`src/rtl/flag_pkg.sv`:
```
// Shared types, opcode constants and helpers for the condition-flag unit.
package flag_pkg;

  typedef struct packed {
    logic z;
    logic c;
    logic v;
    logic n;
  } flag_t;

  typedef enum logic [2:0] {
    C_NE  = 3'd0,
    C_EQ  = 3'd1,
    C_GT  = 3'd2,
    C_LT  = 3'd3,
    C_GE  = 3'd4,
    C_LE  = 3'd5,
    C_OV  = 3'd6,
    C_UNC = 3'd7
  } cond_e;

  localparam logic [31:0] OP_ADD = 32'h0;
  localparam logic [31:0] OP_SUB = 32'h1;
  localparam logic [31:0] OP_AND = 32'h2;
  localparam logic [31:0] OP_OR  = 32'h3;
  localparam logic [31:0] OP_XOR = 32'h4;
  localparam logic [31:0] OP_SHL = 32'h5;
  localparam logic [31:0] OP_SHR = 32'h6;
  localparam logic [31:0] OP_SAR = 32'h7;

  // Which flags an opcode is allowed to modify.
  function automatic flag_t upd_mask(input logic [31:0] opc);
    flag_t m;
    m = '0;
    case (opc)
      OP_ADD, OP_SUB:         m = '{z: 1'b1, c: 1'b1, v: 1'b1, n: 1'b1};
      OP_AND, OP_OR, OP_XOR:  m = '{z: 1'b1, c: 1'b0, v: 1'b0, n: 1'b0};
      OP_SHL, OP_SHR, OP_SAR: m = '{z: 1'b1, c: 1'b1, v: 1'b0, n: 1'b1};
      default:                m = '0;
    endcase
    return m;
  endfunction

  // Branch condition evaluated against a flag set.
  function automatic logic eval_cond(input flag_t f, input cond_e c);
    logic x;
    logic r;
    x = f.n ^ f.v;
    r = 1'b0;
    case (c)
      C_NE:    r = !f.z;
      C_EQ:    r = f.z;
      C_GT:    r = !f.z && !x;
      C_LT:    r = x;
      C_GE:    r = !x;
      C_LE:    r = f.z || x;
      C_OV:    r = f.v;
      C_UNC:   r = 1'b1;
      default: r = 1'b0;
    endcase
    return r;
  endfunction

endpackage

```
`src/rtl/flag_stack.sv`:
```
// LIFO save stack of flag sets with occupancy count and illegal-op pulse.
module flag_stack
  import flag_pkg::*;
#(
  parameter int unsigned DEPTH = 4,
  parameter int unsigned CNT_W = $clog2(DEPTH + 1)
) (
  input  logic             clk,
  input  logic             rst,
  input  logic             push,
  input  logic             pop,
  input  flag_t            din,
  output flag_t            dout,
  output logic             pop_ok,
  output logic [CNT_W-1:0] cnt,
  output logic             full,
  output logic             empty,
  output logic             err
);

  localparam int unsigned IDX_W = (DEPTH > 1) ? $clog2(DEPTH) : 1;

  flag_t            mem [DEPTH];
  logic             push_ok;
  logic             bad;
  logic [CNT_W-1:0] top_ptr;

  assign full    = (cnt == CNT_W'(DEPTH));
  assign empty   = (cnt == '0);
  assign top_ptr = cnt - CNT_W'(1);
  assign push_ok = push && !pop && !full;
  assign pop_ok  = pop && !push && !empty;
  assign bad     = (push && pop) || (push && full) || (pop && empty);
  assign dout    = empty ? flag_t'('0) : mem[top_ptr[IDX_W-1:0]];

  // Occupancy count and registered error pulse.
  always_ff @(posedge clk or negedge rst) begin
    if (!rst) begin
      cnt <= '0;
      err <= 1'b0;
    end else begin
      err <= bad;
      if (push_ok)
        cnt <= cnt + CNT_W'(1);
      else if (pop_ok)
        cnt <= cnt - CNT_W'(1);
    end
  end

  // Entry storage; contents are irrelevant once the count is cleared.
  always_ff @(posedge clk) begin
    if (push_ok)
      mem[cnt[IDX_W-1:0]] <= din;
  end

endmodule

```
`src/rtl/flag_unit.sv`:
```
// Condition-flag register with ALU capture, explicit write, save stack
// and branch condition evaluation.
module flag_unit
  import flag_pkg::*;
#(
  parameter int unsigned DATA_W      = 16,
  parameter int unsigned OPC_W       = 5,
  parameter int unsigned STACK_DEPTH = 4
) (
  input  logic                               clk,
  input  logic                               rst,
  input  logic                               alu_valid,
  input  logic [OPC_W-1:0]                   opcode,
  input  logic [DATA_W-1:0]                  aluout,
  input  logic                               alu_carry,
  input  logic                               aluovfl,
  input  logic                               flag_wr,
  input  logic [3:0]                         flag_wdata,
  input  logic                               push,
  input  logic                               pop,
  input  logic [2:0]                         cond,
  output flag_t                              flag,
  output logic                               cond_true,
  output logic [$clog2(STACK_DEPTH+1)-1:0]   stack_cnt,
  output logic                               stack_full,
  output logic                               stack_empty,
  output logic                               stack_err
);

  localparam int unsigned CNT_W = $clog2(STACK_DEPTH + 1);

  flag_t flag_next;
  flag_t alu_flag;
  flag_t mask;
  flag_t stack_top;
  logic  pop_ok;

  flag_stack #(
    .DEPTH (STACK_DEPTH),
    .CNT_W (CNT_W)
  ) u_stack (
    .clk    (clk),
    .rst    (rst),
    .push   (push),
    .pop    (pop),
    .din    (flag),
    .dout   (stack_top),
    .pop_ok (pop_ok),
    .cnt    (stack_cnt),
    .full   (stack_full),
    .empty  (stack_empty),
    .err    (stack_err)
  );

  // Priority mux: legal pop, explicit write, masked ALU update, hold.
  always_comb begin
    mask       = upd_mask(32'(opcode));
    alu_flag.z = (aluout == '0);
    alu_flag.c = alu_carry;
    alu_flag.v = aluovfl;
    alu_flag.n = aluout[DATA_W-1];
    flag_next  = flag;
    if (pop_ok)
      flag_next = stack_top;
    else if (flag_wr)
      flag_next = flag_t'(flag_wdata);
    else if (alu_valid)
      flag_next = (alu_flag & mask) | (flag & ~mask);
  end

  // Architectural flag register.
  always_ff @(posedge clk or negedge rst) begin
    if (!rst)
      flag <= '0;
    else
      flag <= flag_next;
  end

  assign cond_true = eval_cond(flag, cond_e'(cond));

endmodule

```
`config.mk`:
```
export PLATFORM = sky130hd
export DESIGN_NAME = flag_unit
export DESIGN_NICKNAME = d
export VERILOG_FILES = /design/src/rtl/flag_pkg.sv /design/src/rtl/flag_stack.sv /design/src/rtl/flag_unit.sv
export SDC_FILE = /design/constraint.sdc
export NUM_CORES = 1
export LEC_CHECK = 0
export ABC_AREA = 1
export CORE_MARGIN = 4
export CORE_UTILIZATION = 46
export CTS_CLUSTER_DIAMETER = 100
export DETAILED_ROUTE_END_ITERATION = 16
export GPL_TIMING_DRIVEN = 0
export PLACE_DENSITY = 0.79
export SLEW_MARGIN = 20
export SYNTH_ARGS = -nofsm -noshare
export SYNTH_HDL_FRONTEND = slang
export SYNTH_SLANG_ARGS = --single-unit
```
`constraint.sdc`:
```
create_clock -name clk -period 2.1 [get_ports clk]
set_input_delay 0.63 -clock clk [delete_from_list [all_inputs] [get_ports clk]]
set_output_delay 0.63 -clock clk [all_outputs]
set_load 0.01 [all_outputs]
```
# After elaboration in Yosys (flattened, before gate mapping)
# Memory sizes are Yosys's and may differ from the RTL's.
# Cells that the tools add are included.
# totals
latch_bits	0
regBits	8
output_inout_bits	11
n_memories	2
mem_bits_ro	24
input_bits	36
wordCells	56
ram_bits	16
# memory_table
name	words	word_bits	rd	rd_clocked_by_memory_dff	wr	line_no	rtl
(no name shown)	8	3	1	0	0	flag_pkg.sv:35	case (opc)
u_stack.mem	4	4	1	0	1	flag_stack.sv:23	flag_t mem [DEPTH];
# classes
reduce_logical	23
addsub	2
div_mod_pow	0
n_bitwise	5
mul	0
n_shift	0
order_cmp	0
n_eq_ne	8
n_mux	10
# ops
op	n
2-to-1 mux 4 bit	5
zero test 16 bit	1
equality test 3 bit (second input constant)	5
AND 4 bit	2
logical AND 1 bit	8
case mux 1 bit (8 select lines)	1
equality test 3 x 2 -> 1 bit (second input constant)	2
zero test 1 bit	6
zero test 3 bit	2
2-to-1 mux 3 bit	2
NOT 4 bit	1
bitwise OR 4 bit	1
adder 3 x 1 -> 3 bit (second input constant)	1
equality test 3 x 1 -> 1 bit (second input constant)	1
logical OR 1 bit	3
nonzero test 3 bit	1
subtractor 3 x 1 -> 3 bit (second input constant)	1
zero test 2 bit	1
2-to-1 mux 1 bit	2
nonzero test 2 bit	1
bitwise XOR 1 bit	1

# Depth between registers and ports, before layout
# Gate-level depths: netlist of run 1.
# logic_depth
word_depth	8
ltp_mapped	11
depth_no_buf	10

# Hierarchy
# Synthesis of run 1 repeated with hierarchy kept, for this count alone.
# hier_totals
hier_cells	201
hier_area_um2	1532.7
# by_module_without_submodules
mod	cells_each	area_per_inst_um2	instances	seq_area_each_um2
flag_stack	104	985.9	1	580.6
flag_unit	97	546.8	1	100.1

# Worst setup path after synthesis of run 1
# OpenSTA, ideal clock, no wires.
# synth_path
path_type	flip-flop to flip-flop
start	reg u_stack.cnt[0]
end	mem u_stack.mem[0][0] (netlist bit) (enable)
setup_time_ns	0.329
n_path_buf	1
path_stages_with_launch	9
t_arrival_ns	1.539
synth_period_minus_slack_ns	1.868
required_ns	1.771
path_slack_ns	0.232
path_cell_list	dfrtp_1 -> buf_2 -> inv_2 -> ha_1 -> nand2_1 -> inv_2 -> nor2_4 -> nand2_4 -> nor2_1
# synth_between
elab_chain_cells	5
# synth_rtl
item	line_no	rtl
from (decl)	flag_stack.sv:15	output logic [CNT_W-1:0] cnt,
from (signal assigned)	flag_stack.sv:44	cnt <= cnt + CNT_W'(1);
from (signal assigned)	flag_stack.sv:46	cnt <= cnt - CNT_W'(1);
equality test 3 bit	flag_stack.sv:28	assign full = (cnt == CNT_W'(DEPTH));
named net stack_full	flag_unit.sv:25	output logic stack_full,
zero test 1 bit	flag_stack.sv:31	assign push_ok = push && !pop && !full;
logical AND 1 bit	flag_stack.sv:31	
2-to-1 mux 1 bit	flag_stack.sv:52	if (push_ok)
2-to-1 mux 1 bit (implied by the code)	flag_stack.sv:53	mem[cnt[IDX_W-1:0]] <= din;
to (decl)	flag_stack.sv:23	
# The timed path passes the listed nets, and every way through them passes these cells.

==> summary.json, run 1 <==
{
  "status": {
    "result_of_the_run": "finished, final reports clean"
  },
  "drt": {
    "detail_route.first_pass.iterations": 4,
    "drt-total-wl_microns": 3280,
    "final_antenna_net_count": 0,
    "detail_route.wl_per_cell_microns": 11.2,
    "drtIter0Drc": 44,
    "post_drt_via_cell_ratio": 4.64,
    "detail_route.drc_violations": 0,
    "dr_total_vias": 1360
  },
  "setup_path": {
    "cp_slowest_cell": "sky130_fd_sc_hd__clkdlybuf4s50_1",
    "cpPeakStageDelay_ps": 530,
    "endpoint_kind": "primary output",
    "cp_max_fo": 6,
    "timing.critical_path.required_ps": 1470,
    "cp-start-kind": "flop",
    "crit_type": "flop to primary output",
    "critical_path_data_arrival_time_ps": 1410,
    "rr_startpoint": "u_stack.cnt[0]",
    "worstPathCellList": "buf_4, clkdlybuf4s50_1"
  },
  "global_route": {
    "largest_net_degree_at_the_start_of_global_routing": 14,
    "first_global_vias": 1259,
    "overflow": 0,
    "wire_length_of_the_first_global_routing_pass_microns": 5570,
    "grt_antenna_before_repair": 0,
    "grtUsageTotal": 0.168
  },
  "final_layout": {
    "finish.net_count": 291,
    "final.fill_count": 269,
    "multiInputGateArea_sq_um": 714,
    "register_area_sq_um": 684,
    "drive_gt1_frac": 0.189,
    "areaGrowthSynthToFinish_pct": 42.8,
    "final_cell_count_no_fill": 293,
    "num_antenna_cells": 0
  },
  "placed_design": {
    "dp_cells": 278,
    "quantity_of_i_o_buffers_inserted_on_ports": 45,
    "gpl.final_weighted_congestion": 0.826,
    "detailedPlacementHpwl_microns": 2550,
    "pre_cts_setup_slack_ps": -650
  },
  "logic_synthesis": {
    "area_share_of_xor_xnor_cells_in_the_synthesized_design": 0.0176,
    "synth-seq-area-share": 0.455,
    "synthesis.instances": 189,
    "synth.yosys.warnings": 0,
    "synth_edf_count": 16,
    "synthDominantCellAreaShare": 0.321,
    "area_share_of_fa_ha_maj_cells_after_synthesis": 0.0418,
    "synth.ff_latch_count": 24,
    "syn_area_per_cell_sq_um": 7.91,
    "synth.area.mux_share": 0,
    "yosysMostFrequentCell": "sky130_fd_sc_hd__nand2_1",
    "simple_gate_portion_of_the_synthesized_area": 0.382,
    "synth_async_sr_flop_share": 0.333,
    "commonest_cells_in_the_synthesized_netlist": "sky130_fd_sc_hd__nand2_1, sky130_fd_sc_hd__inv_1, sky130_fd_sc_hd__nand3_1, sky130_fd_sc_hd__nor2_1, sky130_fd_sc_hd__edfxtp_1",
    "synthesis.area_sq_um": 1500,
    "syn_nets": 230,
    "post_synth_main_area_contributors": "sky130_fd_sc_hd__edfxtp_1, sky130_fd_sc_hd__nand2_1, sky130_fd_sc_hd__dfrtp_1",
    "ys_types": 25,
    "synth_top_family_by_area": "simple AND/OR/NAND/NOR gates",
    "synth_compound_area_frac": 0.0201,
    "post-synth-top-area-cell": "sky130_fd_sc_hd__edfxtp_1",
    "synthFlopType": "sky130_fd_sc_hd__edfxtp_1"
  },
  "sta": {
    "skew_ps": 1.94,
    "report.final.setup_viol": 0,
    "slew_violations": 0,
    "max_freq_mhz": 491,
    "final_hold_viol_count": 0,
    "period_utilization_post_route": 0.970,
    "final_layout_setup_total_negative_slack_ps": 0,
    "maxSlewHeadroom": 0.740,
    "worstMarginPinSlew_ps": 388,
    "setup_repair_after_global_routing_missed_its_margin": "true",
    "fin_ws_ps": 62.6,
    "final.min_clock_period_ps": 2040
  },
  "floorplan": {
    "placeableCoreArea_sq_um": 3080,
    "num_io_pins": 47,
    "die_height_microns": 65.0,
    "dieArea_sq_um": 4230,
    "num_rows": 20,
    "start_util": 0.486,
    "floorplan.die.width_microns": 65.0
  },
  "power_and_ir_drop": {
    "power.density_nw_per_um2": 992,
    "vdd_drop_max_uv": 507,
    "cellLeakagePower_nw": 0.999
  },
  "clocking": {
    "clk_slew_on_worst_s_h_paths_ps": 120,
    "root_buffer": "sky130_fd_sc_hd__clkbuf_4",
    "tritoncts": "built",
    "htree_levels": 1,
    "clock_network_latency_to_the_later_pin_of_the_worst_skew_pair_ps": 300,
    "cts_inserted_buffers": 3,
    "holdBufCountCts": 0,
    "cts_max_path_buffers": 2,
    "cts_num_sinks": 24
  },
  "run": {
    "number_of_maximum_capacitance_violations": 0
  },
  "worst_hold_path": {
    "worst_hold_check_path_type": "flop to flop"
  }
}
per-stage QoR:
stage	instance area [sq um]	hold WS, ps	total power [mW]	util
6_report	2130	571	2.12	0.693
5_1_grt	2130	588	2.30	0.693
2_1_floorplan	1500	334	1.34	-
4_1_cts	2090	595	2.04	0.678
3_3_place_gp	2000	565	1.71	0.650
3_5_place_dp	2000	568	1.73	0.650
final cells by class:
class / count / area share
Buffer: 2 / 0.0106
Clock buffer: 4 / 0.0123
Inverter: 28 / 0.0574
Multi-Input combinational cell: 135 / 0.335
Sequential cell: 24 / 0.321
Tap cell: 44 / 0.0258
Timing Repair Buffer: 56 / 0.239
power by group:
part           switching, mW  internal, mW  total (mW)
clock network          0.125        0.0740       0.199
logic                  0.621         0.558        1.18
registers             0.0992         0.640       0.739
total                  0.846          1.27        2.12
path summary, 6_finish.rpt:
path / slack (ps) / end / cells after the start
worst max-delay path: 60 / flag[0] / 2
worst min-delay path: 570 / u_stack.mem[0][0] / 0
max in group asynchronous: 1220 / u_stack.cnt[1] / 1
worst min register to register: 570 / u_stack.mem[0][0] / 0
min in group asynchronous: 590 / asynchronous set/reset pin / 1
worst max register to register: 210 / u_stack.mem[1][2] / 9
critical path, delay by kind of cell (launching register included):
kind	cells	cell delay, ps
buffers and inverters	2	660
flip-flops	1	450
metal layers:
layer / part of all wire / vias to the layer above / global-route usage
met5: 0 / - / 0
met4: 0.013 / 0 / 0.0544
met3: 0.058 / 4 / 0.0260
met2: 0.48 / 44 / 0.285
met1: 0.45 / 589 / 0.218
li1: - / 723 / -
repair_timing:
item                                   CTS  global route
buffers inserted                         4             7
resized for setup                       26            14
pin swaps                                1             7
setup endpoints to repair               11             3
endpoints found under the hold margin    0             0
layout by cell type (no fill, tap or decap):
cell type	Yosys	final
sky130_fd_sc_hd__nand2_2	2	4
sky130_fd_sc_hd__inv_2	3	6
sky130_fd_sc_hd__inv_1	24	20
sky130_fd_sc_hd__nor2_4	2	2
sky130_fd_sc_hd__dfrtp_1	8	5
sky130_fd_sc_hd__o21ai_1	1	1
sky130_fd_sc_hd__inv_6	0	1
sky130_fd_sc_hd__nor2_2	1	2
sky130_fd_sc_hd__dlygate4sd2_1	0	1
sky130_fd_sc_hd__nand4_1	4	4
sky130_fd_sc_hd__or2_1	1	1
sky130_fd_sc_hd__xor2_1	3	3
sky130_fd_sc_hd__clkbuf_2	0	2
sky130_fd_sc_hd__buf_6	1	2
sky130_fd_sc_hd__nand3_2	1	1
sky130_fd_sc_hd__nand2_4	3	3
sky130_fd_sc_hd__a21oi_2	0	1
sky130_fd_sc_hd__buf_4	0	11
sky130_fd_sc_hd__clkinv_8	0	1
sky130_fd_sc_hd__dlymetal6s2s_1	0	1
sky130_fd_sc_hd__nand3_1	24	24
sky130_fd_sc_hd__o211ai_1	1	1
sky130_fd_sc_hd__clkbuf_4	0	3
sky130_fd_sc_hd__edfxtp_1	16	16
sky130_fd_sc_hd__ha_1	5	4
sky130_fd_sc_hd__nor2_1	24	23
sky130_fd_sc_hd__clkdlybuf4s50_1	0	38
sky130_fd_sc_hd__buf_2	1	3
sky130_fd_sc_hd__nand2_1	58	56
sky130_fd_sc_hd__a21oi_1	2	1
sky130_fd_sc_hd__dfrtp_2	0	3
sky130_fd_sc_hd__nor2_8	1	1
sky130_fd_sc_hd__a22oi_1	1	1
sky130_fd_sc_hd__nand3b_1	1	1
sky130_fd_sc_hd__clkbuf_1	0	1
sky130_fd_sc_hd__ha_4	0	1
logic make-up (layout without fill, tap and decap cells):
group                      count (synthesis)  after routing
adders and majority gates                  5              5
DFF                                       24             24
buffers and inverters                     30             90
and+or+nand+nor                          122            122
xor gates and xnor gates                   3              3
AOI/OAI and AO/OA                          5              5
Note: power is estimated with default switching activity, not from simulation.
==> run 2, diff against run 1 <==
- MAX_ROUTING_LAYER: unset -> met4
- RECOVER_POWER: unset -> 100
==> summary.json, run 2 (synthesis gave the netlist of run 1 again) <==
{
  "sta": {
    "maxSlewHeadroom": 0.741,
    "max_freq_mhz": 491,
    "period_utilization_post_route": 0.970,
    "setup_repair_after_global_routing_missed_its_margin": "true",
    "skew_ps": 0.913,
    "worstMarginPinSlew_ps": 388,
    "final_layout_setup_total_negative_slack_ps": 0,
    "slew_violations": 0,
    "final_hold_viol_count": 0,
    "report.final.setup_viol": 0,
    "final.min_clock_period_ps": 2040
  },
  "placed_design": {
    "detailedPlacementHpwl_microns": 2550,
    "gpl.final_weighted_congestion": 0.838,
    "quantity_of_i_o_buffers_inserted_on_ports": 45
  },
  "clocking": {
    "cts_inserted_buffers": 3,
    "holdBufCountCts": 0,
    "tritoncts": "built",
    "htree_levels": 1,
    "cts_num_sinks": 24,
    "cts_max_path_buffers": 2,
    "root_buffer": "sky130_fd_sc_hd__clkbuf_4",
    "clock_network_latency_to_the_later_pin_of_the_worst_skew_pair_ps": 300,
    "clk_slew_on_worst_s_h_paths_ps": 120
  },
  "drt": {
    "detail_route.wl_per_cell_microns": 11.2,
    "drtIter0Drc": 43,
    "drt-total-wl_microns": 3270,
    "detail_route.first_pass.iterations": 4,
    "post_drt_via_cell_ratio": 4.62,
    "final_antenna_net_count": 0,
    "detail_route.drc_violations": 0,
    "dr_total_vias": 1353
  },
  "power_and_ir_drop": {
    "clockPowerShare": 0.094,
    "cell_internal_pwr_mw": 1.27,
    "p_switching_uw": 847,
    "power.density_nw_per_um2": 992,
    "vdd_drop_max_uv": 506,
    "sequential_group_share_of_total_power": 0.349,
    "finalPower_mw": 2.12,
    "comb_power_share": 0.556,
    "cellLeakagePower_nw": 0.999,
    "swShare": 0.400
  },
  "setup_path": {
    "reg2reg_depth": 9,
    "cp_max_fo": 6,
    "crit_buf_inv": 2,
    "rr_startpoint": "u_stack.cnt[0]",
    "cpPeakStageDelay_ps": 530,
    "critical-path-top-delay-family": "buffers and inverters",
    "cp_slowest_cell": "sky130_fd_sc_hd__clkdlybuf4s50_1",
    "worstPathCellList": "buf_4, clkdlybuf4s50_1",
    "timing.critical_path.required_ps": 1470,
    "rr_endpoint": "u_stack.mem[1][1]",
    "critical_path_data_arrival_time_ps": 1410,
    "cp-start-kind": "flop",
    "crit_type": "flop to primary output",
    "endpoint_kind": "primary output",
    "r2r_setup_slack_ps": 210
  },
  "final_layout": {
    "areaGrowthSynthToFinish_pct": 42.8,
    "drive_gt1_frac": 0.189,
    "layout_common_cells": "sky130_fd_sc_hd__nand2_1, sky130_fd_sc_hd__clkdlybuf4s50_1, sky130_fd_sc_hd__nand3_1",
    "finish.net_count": 291,
    "layout.cells.most_common": "sky130_fd_sc_hd__nand2_1",
    "num_antenna_cells": 0
  },
  "floorplan": {
    "start_util": 0.486,
    "dieArea_sq_um": 4230,
    "die_height_microns": 65.0,
    "num_io_pins": 47,
    "placeableCoreArea_sq_um": 3080,
    "num_rows": 20,
    "floorplan.die.width_microns": 65.0
  },
  "global_route": {
    "overflow": 0,
    "largest_net_degree_at_the_start_of_global_routing": 14,
    "grtUsageTotal": 0.172,
    "first_global_vias": 1259,
    "wire_length_of_the_first_global_routing_pass_microns": 5550,
    "grt_antenna_before_repair": 0
  },
  "run": {
    "number_of_maximum_capacitance_violations": 0
  },
  "worst_hold_path": {
    "holdPathEnd": "u_stack.mem[0][0]",
    "worst_hold_check_path_type": "flop to flop",
    "worstHoldPathCells": 0
  },
  "status": {
    "result_of_the_run": "finished, final reports clean"
  }
}
## run 2: cell counts in the layout (fill, tap and decap cells not counted)
Identical to the previous run, type by type.
## run 2: timing repair
action / in CTS / in global routing
setup buffers: 4 / 7
resized for setup: 26 / 14
setup endpoints to repair: 11 / 3
pin swaps: 1 / 7
## run 2: worst max-delay path by stage
stage,slack [ps],depth (start not counted),to,start
floorplan,230,8,u_stack.mem[0][0],u_stack.cnt[0]
global placement,-650,8,cond_true,cond[1]
detailed placement,-650,8,cond_true,cond[1]
CTS,0.6,8,cond_true,cond[1]
global route,-70,10,cond_true,flop
finish,60,2,flag[0],flop
## run 2: power groups by stage
| stage | logic [mW] | clock network, mW | registers [mW] |
|---|---|---|---|
| after global placement | 0.959 | 0 | 0.747 |
| after CTS | 1.09 | 0.203 | 0.741 |
| after detailed placement | 0.977 | 0 | 0.751 |
| after floorplan | 0.586 | 0 | 0.752 |
| after global routing | 1.32 | 0.222 | 0.752 |
| final | 1.18 | 0.200 | 0.740 |
## run 2: worst register-to-register path, delay by kind of cell (launching register included)
kind          cells  cell delay (ps)
fa+ha+maj         1              180
buf+inv           4              370
flops             1              390
simple gates      4              620
## run 2: routing by layer
metal / up-vias / track usage / wire (microns)
met4: 0 / 0.0544 / 27
met1: 588 / 0.221 / 1500
li1: 723 / - / -
met2: 40 / 0.285 / 1570
met3: 2 / 0.0191 / 170
met5: - / - / 0
## run 2: final cells by class
type	count	area [sq um]
buffer	2	22.5
clock buffer	4	26.3
fill	269	943
inverter	28	123
multi-input combinational	135	714
sequential	24	684
tap	44	55.1
timing repair buffer	56	509
## run 2: metrics by stage
step	cell area, sq um	setup WS, ps	instances	hold WS [ps]	utilization
after floorplan	1500	232	189	334	-
after global placement	2000	-652	278	565	0.650
after detailed placement	2000	-650	278	568	0.650
after CTS	2090	0.602	286	595	0.678
after global routing	2130	-66.8	293	588	0.693
final	2130	62.5	293	571	0.693
